**config.mk**
```make
export PLATFORM = sky130hd
export DESIGN_NAME = pattern_serializer
export DESIGN_NICKNAME = d
export VERILOG_FILES = /design/src/rtl/pattern_pkg.sv /design/src/rtl/piso_shift_reg.sv /design/src/rtl/pattern_serializer.sv
export SDC_FILE = /design/constraint.sdc
export NUM_CORES = 1
export LEC_CHECK = 0
export CAP_MARGIN = 5
export CORE_UTILIZATION = 50
export DETAILED_ROUTE_END_ITERATION = 16
export GPL_ROUTABILITY_DRIVEN = 0
export PLACE_DENSITY = 0.76
export SLEW_MARGIN = 10
export SYNTH_ARGS = -nofsm -noshare
export SYNTH_HDL_FRONTEND = slang
export SYNTH_SLANG_ARGS = --single-unit
```
**constraint.sdc**
```tcl
create_clock -name clk -period 3.12 [get_ports clk]
set_clock_uncertainty 0.2 [all_clocks]
set_input_delay 0.312 -clock clk [delete_from_list [all_inputs] [get_ports clk]]
set_output_delay 0.312 -clock clk [all_outputs]
set_load 0.01 [all_outputs]
```
**src/rtl/pattern_pkg.sv**
```systemverilog
// Shared definitions for the serial pattern detector and its serializer feed stage.
package pattern_pkg;

   typedef enum logic [1:0] {
      StIdle  = 2'd0,
      StShift = 2'd1,
      StGap   = 2'd2
   } state_e;

   localparam int unsigned GapCntW = 4;

endpackage

```
**src/rtl/piso_shift_reg.sv**
```systemverilog
// Parallel-in/serial-out register; load wins over shift, vacated bits fill with zero.
module piso_shift_reg #(
   parameter int unsigned WIDTH     = 8,
   parameter bit          MSB_FIRST = 1'b1
) (
   input  logic             clk,
   input  logic             reset,
   input  logic             load,
   input  logic             shift_en,
   input  logic [WIDTH-1:0] data_in,
   output logic             ser_bit
);

   logic [WIDTH-1:0] shreg_q, shreg_d;

   always_comb begin
      shreg_d = shreg_q;
      if (load) begin
         shreg_d = data_in;
      end else if (shift_en) begin
         shreg_d = MSB_FIRST ? {shreg_q[WIDTH-2:0], 1'b0} : {1'b0, shreg_q[WIDTH-1:1]};
      end
   end

   always_ff @(posedge clk) begin
      if (reset) begin
         shreg_q <= '0;
      end else begin
         shreg_q <= shreg_d;
      end
   end

   assign ser_bit = MSB_FIRST ? shreg_q[WIDTH-1] : shreg_q[0];

endmodule

```
**src/rtl/pattern_serializer.sv**
```systemverilog
// Valid/ready word loader that shifts each word out one bit per clock, with an optional
// idle gap after each word.
module pattern_serializer
   import pattern_pkg::*;
#(
   parameter int unsigned WIDTH     = 8,
   parameter bit          MSB_FIRST = 1'b1,
   parameter int unsigned GAP       = 0
) (
   input  logic             clk,
   input  logic             reset,
   input  logic             load_valid,
   input  logic [WIDTH-1:0] load_data,
   output logic             load_ready,
   output logic             ser_out,
   output logic             ser_valid,
   output logic             done
);

   localparam int unsigned          CntW    = $clog2(WIDTH);
   localparam logic [CntW-1:0]      LastCnt = CntW'(WIDTH - 1);
   localparam logic [GapCntW-1:0]   LastGap = GapCntW'((GAP == 0) ? 0 : GAP - 1);

   state_e              state_q, state_d;
   logic [CntW-1:0]     cnt_q, cnt_d;
   logic [GapCntW-1:0]  gap_q, gap_d;
   logic                load, shift_en, ser_bit, last_bit, xfer;

   always_comb begin
      state_d  = state_q;
      cnt_d    = cnt_q;
      gap_d    = gap_q;
      load     = 1'b0;
      shift_en = 1'b0;
      last_bit = (state_q == StShift) && (cnt_q == LastCnt);
      // Accepting in the last-bit cycle keeps ser_valid continuous across words.
      load_ready = (state_q == StIdle) || (last_bit && (GAP == 0));
      xfer       = load_valid && load_ready;

      unique case (state_q)
         StIdle: begin
            if (xfer) begin
               load    = 1'b1;
               cnt_d   = '0;
               state_d = StShift;
            end
         end
         StShift: begin
            shift_en = 1'b1;
            if (!last_bit) begin
               cnt_d = cnt_q + 1'b1;
            end else begin
               cnt_d = '0;
               if (xfer) begin
                  load = 1'b1;
               end else if (GAP != 0) begin
                  gap_d   = '0;
                  state_d = StGap;
               end else begin
                  state_d = StIdle;
               end
            end
         end
         StGap: begin
            if (gap_q == LastGap) begin
               gap_d   = '0;
               state_d = StIdle;
            end else begin
               gap_d = gap_q + 1'b1;
            end
         end
         default: state_d = StIdle;
      endcase
   end

   always_ff @(posedge clk) begin
      if (reset) begin
         state_q <= StIdle;
         cnt_q   <= '0;
         gap_q   <= '0;
      end else begin
         state_q <= state_d;
         cnt_q   <= cnt_d;
         gap_q   <= gap_d;
      end
   end

   piso_shift_reg #(
      .WIDTH    (WIDTH),
      .MSB_FIRST(MSB_FIRST)
   ) u_piso (
      .clk     (clk),
      .reset   (reset),
      .load    (load),
      .shift_en(shift_en),
      .data_in (load_data),
      .ser_bit (ser_bit)
   );

   // All outputs decode flops only, so nothing depends combinationally on load_valid.
   assign ser_valid = (state_q == StShift);
   assign ser_out   = ser_bit & ser_valid;
   assign done      = last_bit;

endmodule

```
# Yosys cells after proc, flatten, opt, wreduce, memory -nomap -nowiden
# Cells that the tools add are included.
[op_classes]
n_addsub = 2
eq_ne = 7
n_mux = 15
bitwise = 1
n_reduce_logical = 9
[ops]
columns = ["operator", "n"]
rows = [
  ["$mux W8", 2],
  ["$mux W2", 4],
  ["$mux W3", 2],
  ["$ne A2 B2 Y1 const B", 3],
  ["$pmux W2 S3", 1],
  ["$pmux W3 S2", 1],
  ["$add A4 B1 Y4 const B", 1],
  ["$logic_not A4 Y1", 1],
  ["$mux W4", 1],
  ["$reduce_and A4 Y1", 1],
  ["$reduce_bool A2 Y1", 2],
  ["$add A3 B1 Y3 const B", 1],
  ["$eq A3 B3 Y1 const B", 1],
  ["$mux W1", 3],
  ["$eq A2 B1 Y1 const B", 1],
  ["$eq A2 B2 Y1 const B", 1],
  ["$logic_and A1 B1 Y1", 2],
  ["$logic_not A2 Y1", 1],
  ["$ne A2 B1 Y1 const B", 1],
  ["$pmux W1 S2", 1],
  ["$reduce_and A2 Y1", 1],
  ["$and A1 B1 Y1", 1],
  ["$logic_or A1 B1 Y1", 1],
]
[totals]
register_bits = 17
in_bits = 11
elab_cells = 38

# Depth between registers and ports, before layout
# Gate-level depths: netlist (run 1).
[logic_depth]
word_depth = 8
depth_mapped = 6

# By module
# From an unflattened synthesis (run 1), not the netlist that was laid out.
[unflattened]
hier_cells = 56
area_unflattened_um2 = 576.8
[modules_own_cells]
columns = ["mod", "n_inst", "cells_per_inst", "area_per_inst_um2"]
rows = [
  ["piso_shift_reg", 1, 35, 369.1],
  ["pattern_serializer", 1, 21, 207.7],
]

# Least setup slack after synthesis (run 1)
# No wires, ideal clock.
[synth_path]
path_kind = "reg2reg"
from = "register cnt_q[0]"
to = "register u_piso.shreg_q[1]"
t_arrival_ps = 1289
required_time_ps = 2782
slack_ps = 1493
path_stages_with_launch = 7
synth_period_minus_slack_ps = 1627
cell_sequence = "dfxtp_1 ha_1 ha_1 and2b_4 inv_4 a211oi_2 nor4_2"
[synth_between]
elab_chain_len = 8
[synth_rtl]
columns = ["element", "line_no", "text"]
rows = [
  ["from (decl)", "pattern_serializer.sv:25", "logic [CntW-1:0] cnt_q, cnt_d;"],
  ["from (signal assigned)", "pattern_serializer.sv:83", "cnt_q <= cnt_d;"],
  ["$eq A3 B3 Y1 (*)", "pattern_serializer.sv:35", "last_bit = (state_q == StShift) && (cnt_q == LastCnt);"],
  ["$logic_and A1 B1 Y1 (*)", "pattern_serializer.sv:35", ""],
  ["$logic_or A1 B1 Y1 (*)", "pattern_serializer.sv:37", "load_ready = (state_q == StIdle) || (last_bit && (GAP == 0));"],
  ["via load_ready", "pattern_serializer.sv:14", "output logic load_ready,"],
  ["$logic_and A1 B1 Y1 (*)", "pattern_serializer.sv:38", "xfer = load_valid && load_ready;"],
  ["$mux W1 (*)", "pattern_serializer.sv:42, pattern_serializer.sv:54", ""],
  ["$mux W1", "pattern_serializer.sv:50", "if (!last_bit) begin"],
  ["$pmux W1 S2 (*)", "pattern_serializer.sv:40", "unique case (state_q)"],
  ["$mux W8 or $reduce_bool A2 Y1 (tied branches)", "n/a", ""],
  ["to (signal assigned)", "piso_shift_reg.sv:29", "shreg_q <= shreg_d;"],
  ["to (decl)", "piso_shift_reg.sv:14", "logic [WIDTH-1:0] shreg_q, shreg_d;"],
]
# The timed path passes the listed nets; every way through them passes the cells marked *.
# A chain may end at the register's enable or synchronous reset.

# Worst setup path after layout (run 1)
[layout_path]
from = "register cnt_q[0]"
to = "output load_ready"
[layout_between]
elab_chain_len = 3
[layout_rtl]
columns = ["element", "line_no"]
rows = [
  ["$eq A3 B3 Y1", "pattern_serializer.sv:35"],
  ["$logic_and A1 B1 Y1", "pattern_serializer.sv:35"],
  ["$logic_or A1 B1 Y1", "pattern_serializer.sv:37"],
  ["to (decl)", "pattern_serializer.sv:14"],
]
# No other way between the ends.

==> results of run 1 <==
power groups by stage:
stage	Combinational, mW	Clock, mW	Sequential [mW]
floorplan	0.0542	0	0.175
global placement	0.0741	0	0.175
detailed placement	0.0749	0	0.176
CTS	0.0753	0.134	0.172
global route	0.0807	0.144	0.174
finish	0.0749	0.133	0.172
synth_stat cells, drive strengths merged (2+ instances only):
master,instances
and2,2
ha,2
a22oi,2
buf,5
nor2,14
dfxtp,12
a211oi,7
nor4,7
nor3b,7
through the flow:
step | utilization (%) | std cells | worst slack [ps]
floorplan | - | 63 | 1490
global placement | 66.8 | 87 | 1020
detailed placement | 66.8 | 87 | 971
CTS | 69.9 | 91 | 612
global route | 69.9 | 91 | 550
finish | 69.9 | 91 | 620
cell families (layout without fill, tap and decap cells):
family / Yosys count / in the layout / synth area share (%)
AND/OR/NAND/NOR: 32 / 32 / 34.0
multiplexers: 1 / 1 / 1.52
flip-flops: 12 / 12 / 36.4
AO/OA/AOI/OAI: 10 / 10 / 16.9
adder cells (fa/ha/maj): 2 / 2 / 3.79
buffers and inverters: 6 / 20 / 7.40
placed cells by master, fill, tap and decap left out, drive strengths merged, types with 2 or more instances in the layout:
cell type / n
a211oi: 7
a22oi: 2
and2: 2
clkbuf: 4
clkdlybuf4s50: 14
dfxtp: 12
ha: 2
nor2: 14
nor3b: 7
nor4: 7
layer usage:
| layer | vias up | part of all wire (%) |
|---|---|---|
| met2 | 14 | 47 |
| met1 | 244 | 47 |
| met5 | - | 0 |
| li1 | 258 | - |
| met3 | 3 | 3.6 |
| met4 | 0 | 2.2 |
layout make-up:
cell class                 instances  area (um^2)  area share, %
multi-input combinational         45          370           45.3
timing repair buffer              15          148           18.0
clock buffer                       4         36.3           4.43
inverter                           1         6.26          0.765
sequential                        12          240           29.4
tap                               14         17.5           2.14
sequential cells by signal (all words and copies together) (netlist names):
| signal | flops |
|---|---|
| u_piso.shreg_q | 8 |
| state_q | 1 |
| cnt_q | 3 |
critical path: stages (launching register included):
cell and delay, ps:
dfxtp_1 330, ha_1 210, ha_1 200, and2b_4 360, inv_4 100, clkdlybuf4s50_1 490
final timing paths:
| kind | endpoint |
|---|---|
| hold / removal | cnt_q[1]$_SDFFE_PP0P_ |
| setup reg to reg | u_piso.shreg_q[4]$_SDFFE_PP0P_ |
| hold reg to reg | cnt_q[1]$_SDFFE_PP0P_ |
| setup / recovery | load_ready |
==> results by group, run 1 <==
Run status
  • Run status: finished, final reports clean

Pwr
  • Combinational fraction of design power: ~20%
  • Clock share of power: a little over a third
  • Max VDD drop: roughly 0.31 mV
  • Sw frac: between 20 and 30%
  • Reg power frac: 45.3%
  • PwrDens: 464 mW/mm^2
  • Tot Pwr: around 0.38 mW
  • Leakage dissipation: 0.293 nW
  • Internal power: 0.274 mW
  • Psw: around 0.11 mW

Worst setup path
  • R2R Path Start: cnt_q[0]$_SDFFE_PP0P_
  • Required time of the critical path: ~2600 ps
  • Worst-path fanout max: 12
  • R2R Setup Slk: ~1300 ps
  • CP startpoint kind: flop
  • Crit path DAT: around 2000 ps
  • Critical Path End Type: output port
  • R2R cell count: 6
  • WS Path Type: reg2out
  • Worst setup startpoint: cnt_q[0]$_SDFFE_PP0P_

Global routing
  • GR Overflow Total: 0
  • Gr usage total: 23.1%
  • Global-route wire length before repair: 2200 um
  • GR peak layer: met2
  • Largest net degree at the start of global routing: 19
  • Grt met2 use: 37.3%
  • Met3 GRT Util: around 5.2%
  • Routing usage on met1: between 20% and 30%
  • Initial antenna violation count: 0
  • Vias in the first global route: roughly 500

Logic synthesis
  • Post-synthesis area per instance: around 10 um^2
  • Post-Syn Nets: 76
  • Synthesis-stage register bit count: 12
  • Yosys top cell by area: dfxtp_1
  • Fraction of registers with async set/reset: 0%
  • EDFF count, synth: 0
  • Post-synth cell types: 17
  • Top cells by area, synth: dfxtp_1, a211oi_2, nor4_2
  • Main flop type after synthesis: dfxtp_1
  • Post-synthesis sequential area ratio: 36.4%
  • Area share of the largest cell type after synthesis: a little over a third
  • Synth Cell Area: around 660 um^2
  • Post-Syn Instances: 63
  • Synth warn: 0

Timing
  • Worst Tran Pin Value: approximately 600 ps
  • Hold slack final: 315 ps
  • Fmax: between 400 and 500 MHz
  • Fin crit share: 80.1%
  • Relative slew slack: between 60% and 70%
  • Setup TNS Final: 0 ps
  • Final hold vios: 0
  • Final Critical Period: approximately 2500 ps
  • # setup viols final: 0
  • RSZ-0062 raised after global routing: false
  • Final Max Slew Viols: 0

Cells and area
  • Final net count: slightly above 90
  • Layout cells sized above 1: between 20% and 30%
  • Area delta synth->final: 24.1%
  • Post-route cell area: 818 um^2
  • Diodes inserted: 0
  • Fillers: 97

Detailed routing
  • Routed via count: just over 500
  • Vias per cell: around 5.7
  • Iteration-0 DRC Markers: 3
  • Final ANT Viol Nets: 0
  • WL per Instance: around 14 um
  • 1st-pass router iterations: 2
  • Routed WL: ~1300 um
  • DRC viols: 0

Floorplanning
  • Row Count: 12
  • Core area: roughly 0.0012 mm^2
  • Die area: around 0.0015 mm^2
  • I/O pin count: 15
  • Die X: between 30 and 40 um
  • Initial core utilization: 56.3%
  • Die Y: 38.3 um

Hold path
  • Hold Crit Start: cnt_q[1]$_SDFFE_PP0P_
  • Hold Path Stages: 2
  • Hold crit path type: reg2reg

Clock network
  • CTS tree: yes
  • H-tree levels: 1
  • Worst-Skew Late Latency: 280 ps
  • Clk sinks: 12
  • Total CTS buffers: 3
  • Cts hold-fix bufs: 0
  • CTS-repair resized insts: 0
  • Deepest clock path buffer count: 2
  • Post-CTS setup buffer count: 0
  • Clk root buf: clkbuf_4
  • Clock Pin Slew Worst Setup and Hold Paths: 90 ps

Place
  • Post-DP HPWL: 829 um
  • Area after DPL: just under 800 um^2
  • Port Buf Inserts: 14

Job
  • MaxCap Viol Count: 0
No activity file was read; power rests on OpenSTA's default activity.
==> inputs of run 2 (changes only) <==
CORE_UTILIZATION = 47   (was 50)
PLACE_DENSITY = 0.72   (was 0.76)
clock period = 2.3 ns   (was 3.12 ns; I/O delays follow)
==> results by group, run 2 (synthesis gave the netlist of run 1 again) <==
Floorplanning
  • Initial core utilization: between 50 and 60%
  • Core area: about 0.0013 mm^2
  • Die Y: roughly 39 um
  • Die area: 0.00156 mm^2
  • Die X: around 39 um
  • Row Count: 13
  • I/O pin count: 15

Detailed routing
  • WL per Instance: about 13 um
  • Iteration-0 DRC Markers: 9
  • 1st-pass router iterations: 2
  • Vias per cell: 5.49
  • Routed WL: 1170 um
  • Final ANT Viol Nets: 0
  • Routed via count: between 500 and 600
  • DRC viols: 0

Run status
  • Run status: finished, final reports clean

Global routing
  • Vias in the first global route: 442
  • Largest net degree at the start of global routing: 14
  • Initial antenna violation count: 0
  • GR Overflow Total: 0
  • Global-route wire length before repair: approximately 1900 um
  • Gr usage total: between 10% and 20%

Hold path
  • Hold Path Stages: 2
  • Hold crit path type: reg2reg

Timing
  • # setup viols final: 0
  • Final Critical Period: between 2000 and 2500 ps
  • Fin crit share: around nine tenths
  • Fmax: between 400 and 500 MHz
  • Setup TNS Final: 0 ps
  • Relative slew slack: roughly three fifths
  • Worst Tran Pin Value: slightly below 600 ps
  • Final hold vios: 0
  • Hold slack final: roughly 310 ps
  • Final Max Slew Viols: 0
  • Final Worst Setup Slack: approximately 270 ps
  • RSZ-0062 raised after global routing: false

Cells and area
  • Top Registers: u_piso.shreg_q x8, cnt_q x3, state_q x1
  • Final core utilization: about 64%
  • Area delta synth->final: 25.8%
  • Largest register FFs: 8
  • Final net count: 92
  • Fillers: roughly 110
  • Most flops, register: u_piso.shreg_q
  • Layout cells sized above 1: between 20% and 30%
  • Diodes inserted: 0
  • Most frequent cells in the layout: nor2_1, clkdlybuf4s50_1, dfxtp_1

Worst setup path
  • R2R cell count: 6
  • Crit path DAT: 1600 ps
  • Required time of the critical path: approximately 1900 ps
  • WS Path Type: reg2out
  • Worst-path fanout max: 2
  • CP startpoint kind: flop
  • Critical Path End Type: output port

Clock network
  • Clk sinks: 12
  • H-tree levels: 1
  • Clock Pin Slew Worst Setup and Hold Paths: approximately 70 ps
  • CTS-repair resized insts: 0
  • Cts hold-fix bufs: 0
  • Clk root buf: clkbuf_4
  • Worst-Skew Late Latency: approximately 280 ps
  • Post-CTS setup buffer count: 0
  • Deepest clock path buffer count: 2
  • Total CTS buffers: 3
  • CTS tree: yes

Pwr
  • Max VDD drop: approximately 0.35 mV
  • Tot Pwr: just over 0.5 mW
  • PwrDens: between 600 and 700 mW/mm^2
  • Leakage dissipation: 0.303 nW

Place
  • Place WS: about 370 ps
  • Post-DP HPWL: ~790 um
  • Port Buf Inserts: 14

Job
  • MaxCap Viol Count: 0
run 2: layout make-up:
| class | count | area (um^2) | area share, % |
|---|---|---|---|
| clock buffer | 4 | 36.3 | 4.37 |
| inverter | 1 | 6.26 | 0.754 |
| sequential | 12 | 240 | 29.0 |
| multi-input combinational | 45 | 370 | 44.6 |
| timing repair buffer | 16 | 158 | 19.0 |
| tap | 15 | 18.8 | 2.26 |
run 2: path summary, 6_finish.rpt:
| path | from | end | slack (ps) |
|---|---|---|---|
| worst max-delay path | cnt_q[0]$_SDFFE_PP0P_ | done | 270 |
| worst min-delay path | cnt_q[1]$_SDFFE_PP0P_ | cnt_q[1]$_SDFFE_PP0P_ | 310 |
| worst max register to register | cnt_q[0]$_SDFFE_PP0P_ | u_piso.shreg_q[7]$_SDFFE_PP0P_ | 600 |
| worst min register to register | cnt_q[1]$_SDFFE_PP0P_ | cnt_q[1]$_SDFFE_PP0P_ | 310 |
run 2: routing by layer:
metal / up-vias / track usage (%) / wire, um
met5: - / 0 / 0
met4: 0 / 10.3 / 28
met3: 4 / 5.11 / 68
met2: 12 / 29.5 / 548
met1: 234 / 22.5 / 527
li1: 261 / - / -
run 2: power by group:
| part | internal, mW | switching, mW |
|---|---|---|
| Combinational | 0.0538 | 0.0482 |
| Clock | 0.0963 | 0.0748 |
| Sequential | 0.223 | 0.0101 |
run 2: worst max-delay path, cell delays in order, from the launching register on:
cell and delay (ps):
dfxtp_1 330, ha_1 200, ha_1 180, and2_1 150
clkdlybuf4s50_1 470
run 2: through the flow:
stage | instance area, um^2 | instances
after floorplan | 659 | 63
after global placement | 791 | 89
after detailed placement | 791 | 89
after CTS | 827 | 93
after global routing | 830 | 93
final | 830 | 93
==> inputs of run 3 (changes only) <==
CTS_BUF_LIST = sky130_fd_sc_hd__clkbuf_16   (was not set)
CTS_CLUSTER_SIZE = 8   (was not set)
PLACE_DENSITY = 0.76   (was 0.72)
==> results by group, run 3 (synthesis gave the netlist of run 1 again) <==
Global routing
  • Largest net degree at the start of global routing: 13
  • Initial antenna violation count: 0
  • Vias in the first global route: ~420
  • Gr usage total: 18.2%
  • Global-route wire length before repair: about 1800 um
  • GR Overflow Total: 0

Worst setup path
  • Required time of the critical path: approximately 1900 ps
  • Worst-path fanout max: 9
  • CP startpoint kind: flop
  • WS Path Type: reg2out
  • Crit path DAT: ~1700 ps
  • Critical Path End Type: output port

Detailed routing
  • DRC viols: 0
  • M1 WL: 608 um
  • Routed via count: 512
  • Top layer in use: met4
  • Routed WL: roughly 1200 um
  • Final ANT Viol Nets: 0
  • WL per Instance: between 10 and 15 um
  • Met2 Routed Length: 561 um
  • Iteration-0 DRC Markers: 10
  • Vias per cell: between 5 and 6
  • 1st-pass router iterations: 4
  • Met3 WL: around 43 um

Clock network
  • Worst-Skew Late Latency: approximately 230 ps
  • Deepest clock path buffer count: 2
  • Clk root buf: clkbuf_16
  • Total CTS buffers: 3
  • H-tree levels: 1
  • Post-CTS setup buffer count: 0
  • Cts hold-fix bufs: 0
  • CTS-repair resized insts: 0
  • CTS tree: yes
  • Clock Pin Slew Worst Setup and Hold Paths: 40 ps
  • Clk sinks: 12

Timing
  • Worst Tran Pin Value: about 580 ps
  • Fmax: 460 MHz
  • Setup TNS Final: 0 ps
  • Relative slew slack: between 60% and 70%
  • Final Worst Setup Slack: about 130 ps
  • # setup viols final: 0
  • Final hold vios: 0
  • RSZ-0062 raised after global routing: false
  • Fin crit share: between 90% and 100%
  • Final Critical Period: approximately 2200 ps
  • Final Max Slew Viols: 0

Floorplanning
  • I/O pin count: 15
  • Die area: 0.00156 mm^2
  • Initial core utilization: between 50% and 60%
  • Core area: roughly 0.0013 mm^2
  • Die Y: a little under 40 um
  • Row Count: 13
  • Die X: about 40 um

Cells and area
  • Most frequent cells in the layout: clkdlybuf4s50_1, nor2_1, dfxtp_1
  • Multi-input logic area: ~370 um^2
  • Area delta synth->final: 32.4%
  • Final net count: 93
  • Commonest non-fill, non-tap cell in the layout: clkdlybuf4s50_1
  • Most flops, register: u_piso.shreg_q
  • Sequential cell area: about 240 um^2
  • Top Registers: u_piso.shreg_q x8, cnt_q x3, state_q x1
  • Largest register FFs: 8
  • Layout cells sized above 1: between 20% and 30%
  • Diodes inserted: 0
  • Fillers: ~110

Pwr
  • Max VDD drop: around 0.46 mV
  • PwrDens: about 740 mW/mm^2
  • Leakage dissipation: roughly 0.32 nW

Place
  • Place WS: 379 ps
  • Port Buf Inserts: 14
  • Post-DP HPWL: 828 um

Run status
  • Run status: finished, final reports clean

Hold path
  • Hold crit path type: reg2reg

Job
  • MaxCap Viol Count: 0
==> run 3: area by class of cell <==
class                      instances  area share (%)
multi-input combinational         45            42.4
sequential                        12            27.5
timing repair buffer              17            18.6
clock buffer                       3            8.60
tap                               15            2.15
inverter                           1           0.716
==> run 3: path summary, 6_finish.rpt <==
| check | startpoint | endpoint | slack, ps | cells past startpoint |
|---|---|---|---|---|
| hold / removal | u_piso.shreg_q[0]$_SDFFE_PP0P_ | u_piso.shreg_q[0]$_SDFFE_PP0P_ | 310 | 2 |
| hold reg to reg | u_piso.shreg_q[0]$_SDFFE_PP0P_ | u_piso.shreg_q[0]$_SDFFE_PP0P_ | 310 | 2 |
| setup reg to reg | cnt_q[0]$_SDFFE_PP0P_ | u_piso.shreg_q[6]$_SDFFE_PP0P_ | 590 | 6 |
| setup / recovery | cnt_q[0]$_SDFFE_PP0P_ | load_ready | 130 | 5 |
==> run 3: layer usage <==
layer  global-route usage (%)  up-vias
met1                     23.7      238
met3                     5.11        2
met4                     12.9        0
li1                         -      262
met5                        0        -
met2                     25.0       10
==> run 3: per-stage QoR <==
stage / util, % / power (mW) / cell area, um^2 / hold WS (ps) / cells
final: 67.1 / 0.645 / 873 / 311 / 93
after CTS: 67.1 / 0.655 / 873 / 314 / 93
after global placement: 61.3 / 0.342 / 798 / 282 / 90
after floorplan: - / 0.310 / 659 / 101 / 63
after global routing: 67.1 / 0.672 / 873 / 337 / 93
after detailed placement: 61.3 / 0.344 / 798 / 300 / 90
==> run 3: critical path, cell delays in order (launching register included) <==
cell,delay [ps]
dfxtp_1,340
ha_1,160
ha_1,140
and2b_4,190
inv_4,120
clkdlybuf4s50_1,560
==> run 3: power breakdown <==
group	switching, mW	leakage (nW)	total (mW)	internal (mW)
Clock	0.0791	0.0370	0.304	0.225
Sequential	0.0111	0.0990	0.235	0.224
Combinational	0.0495	0.182	0.105	0.0553
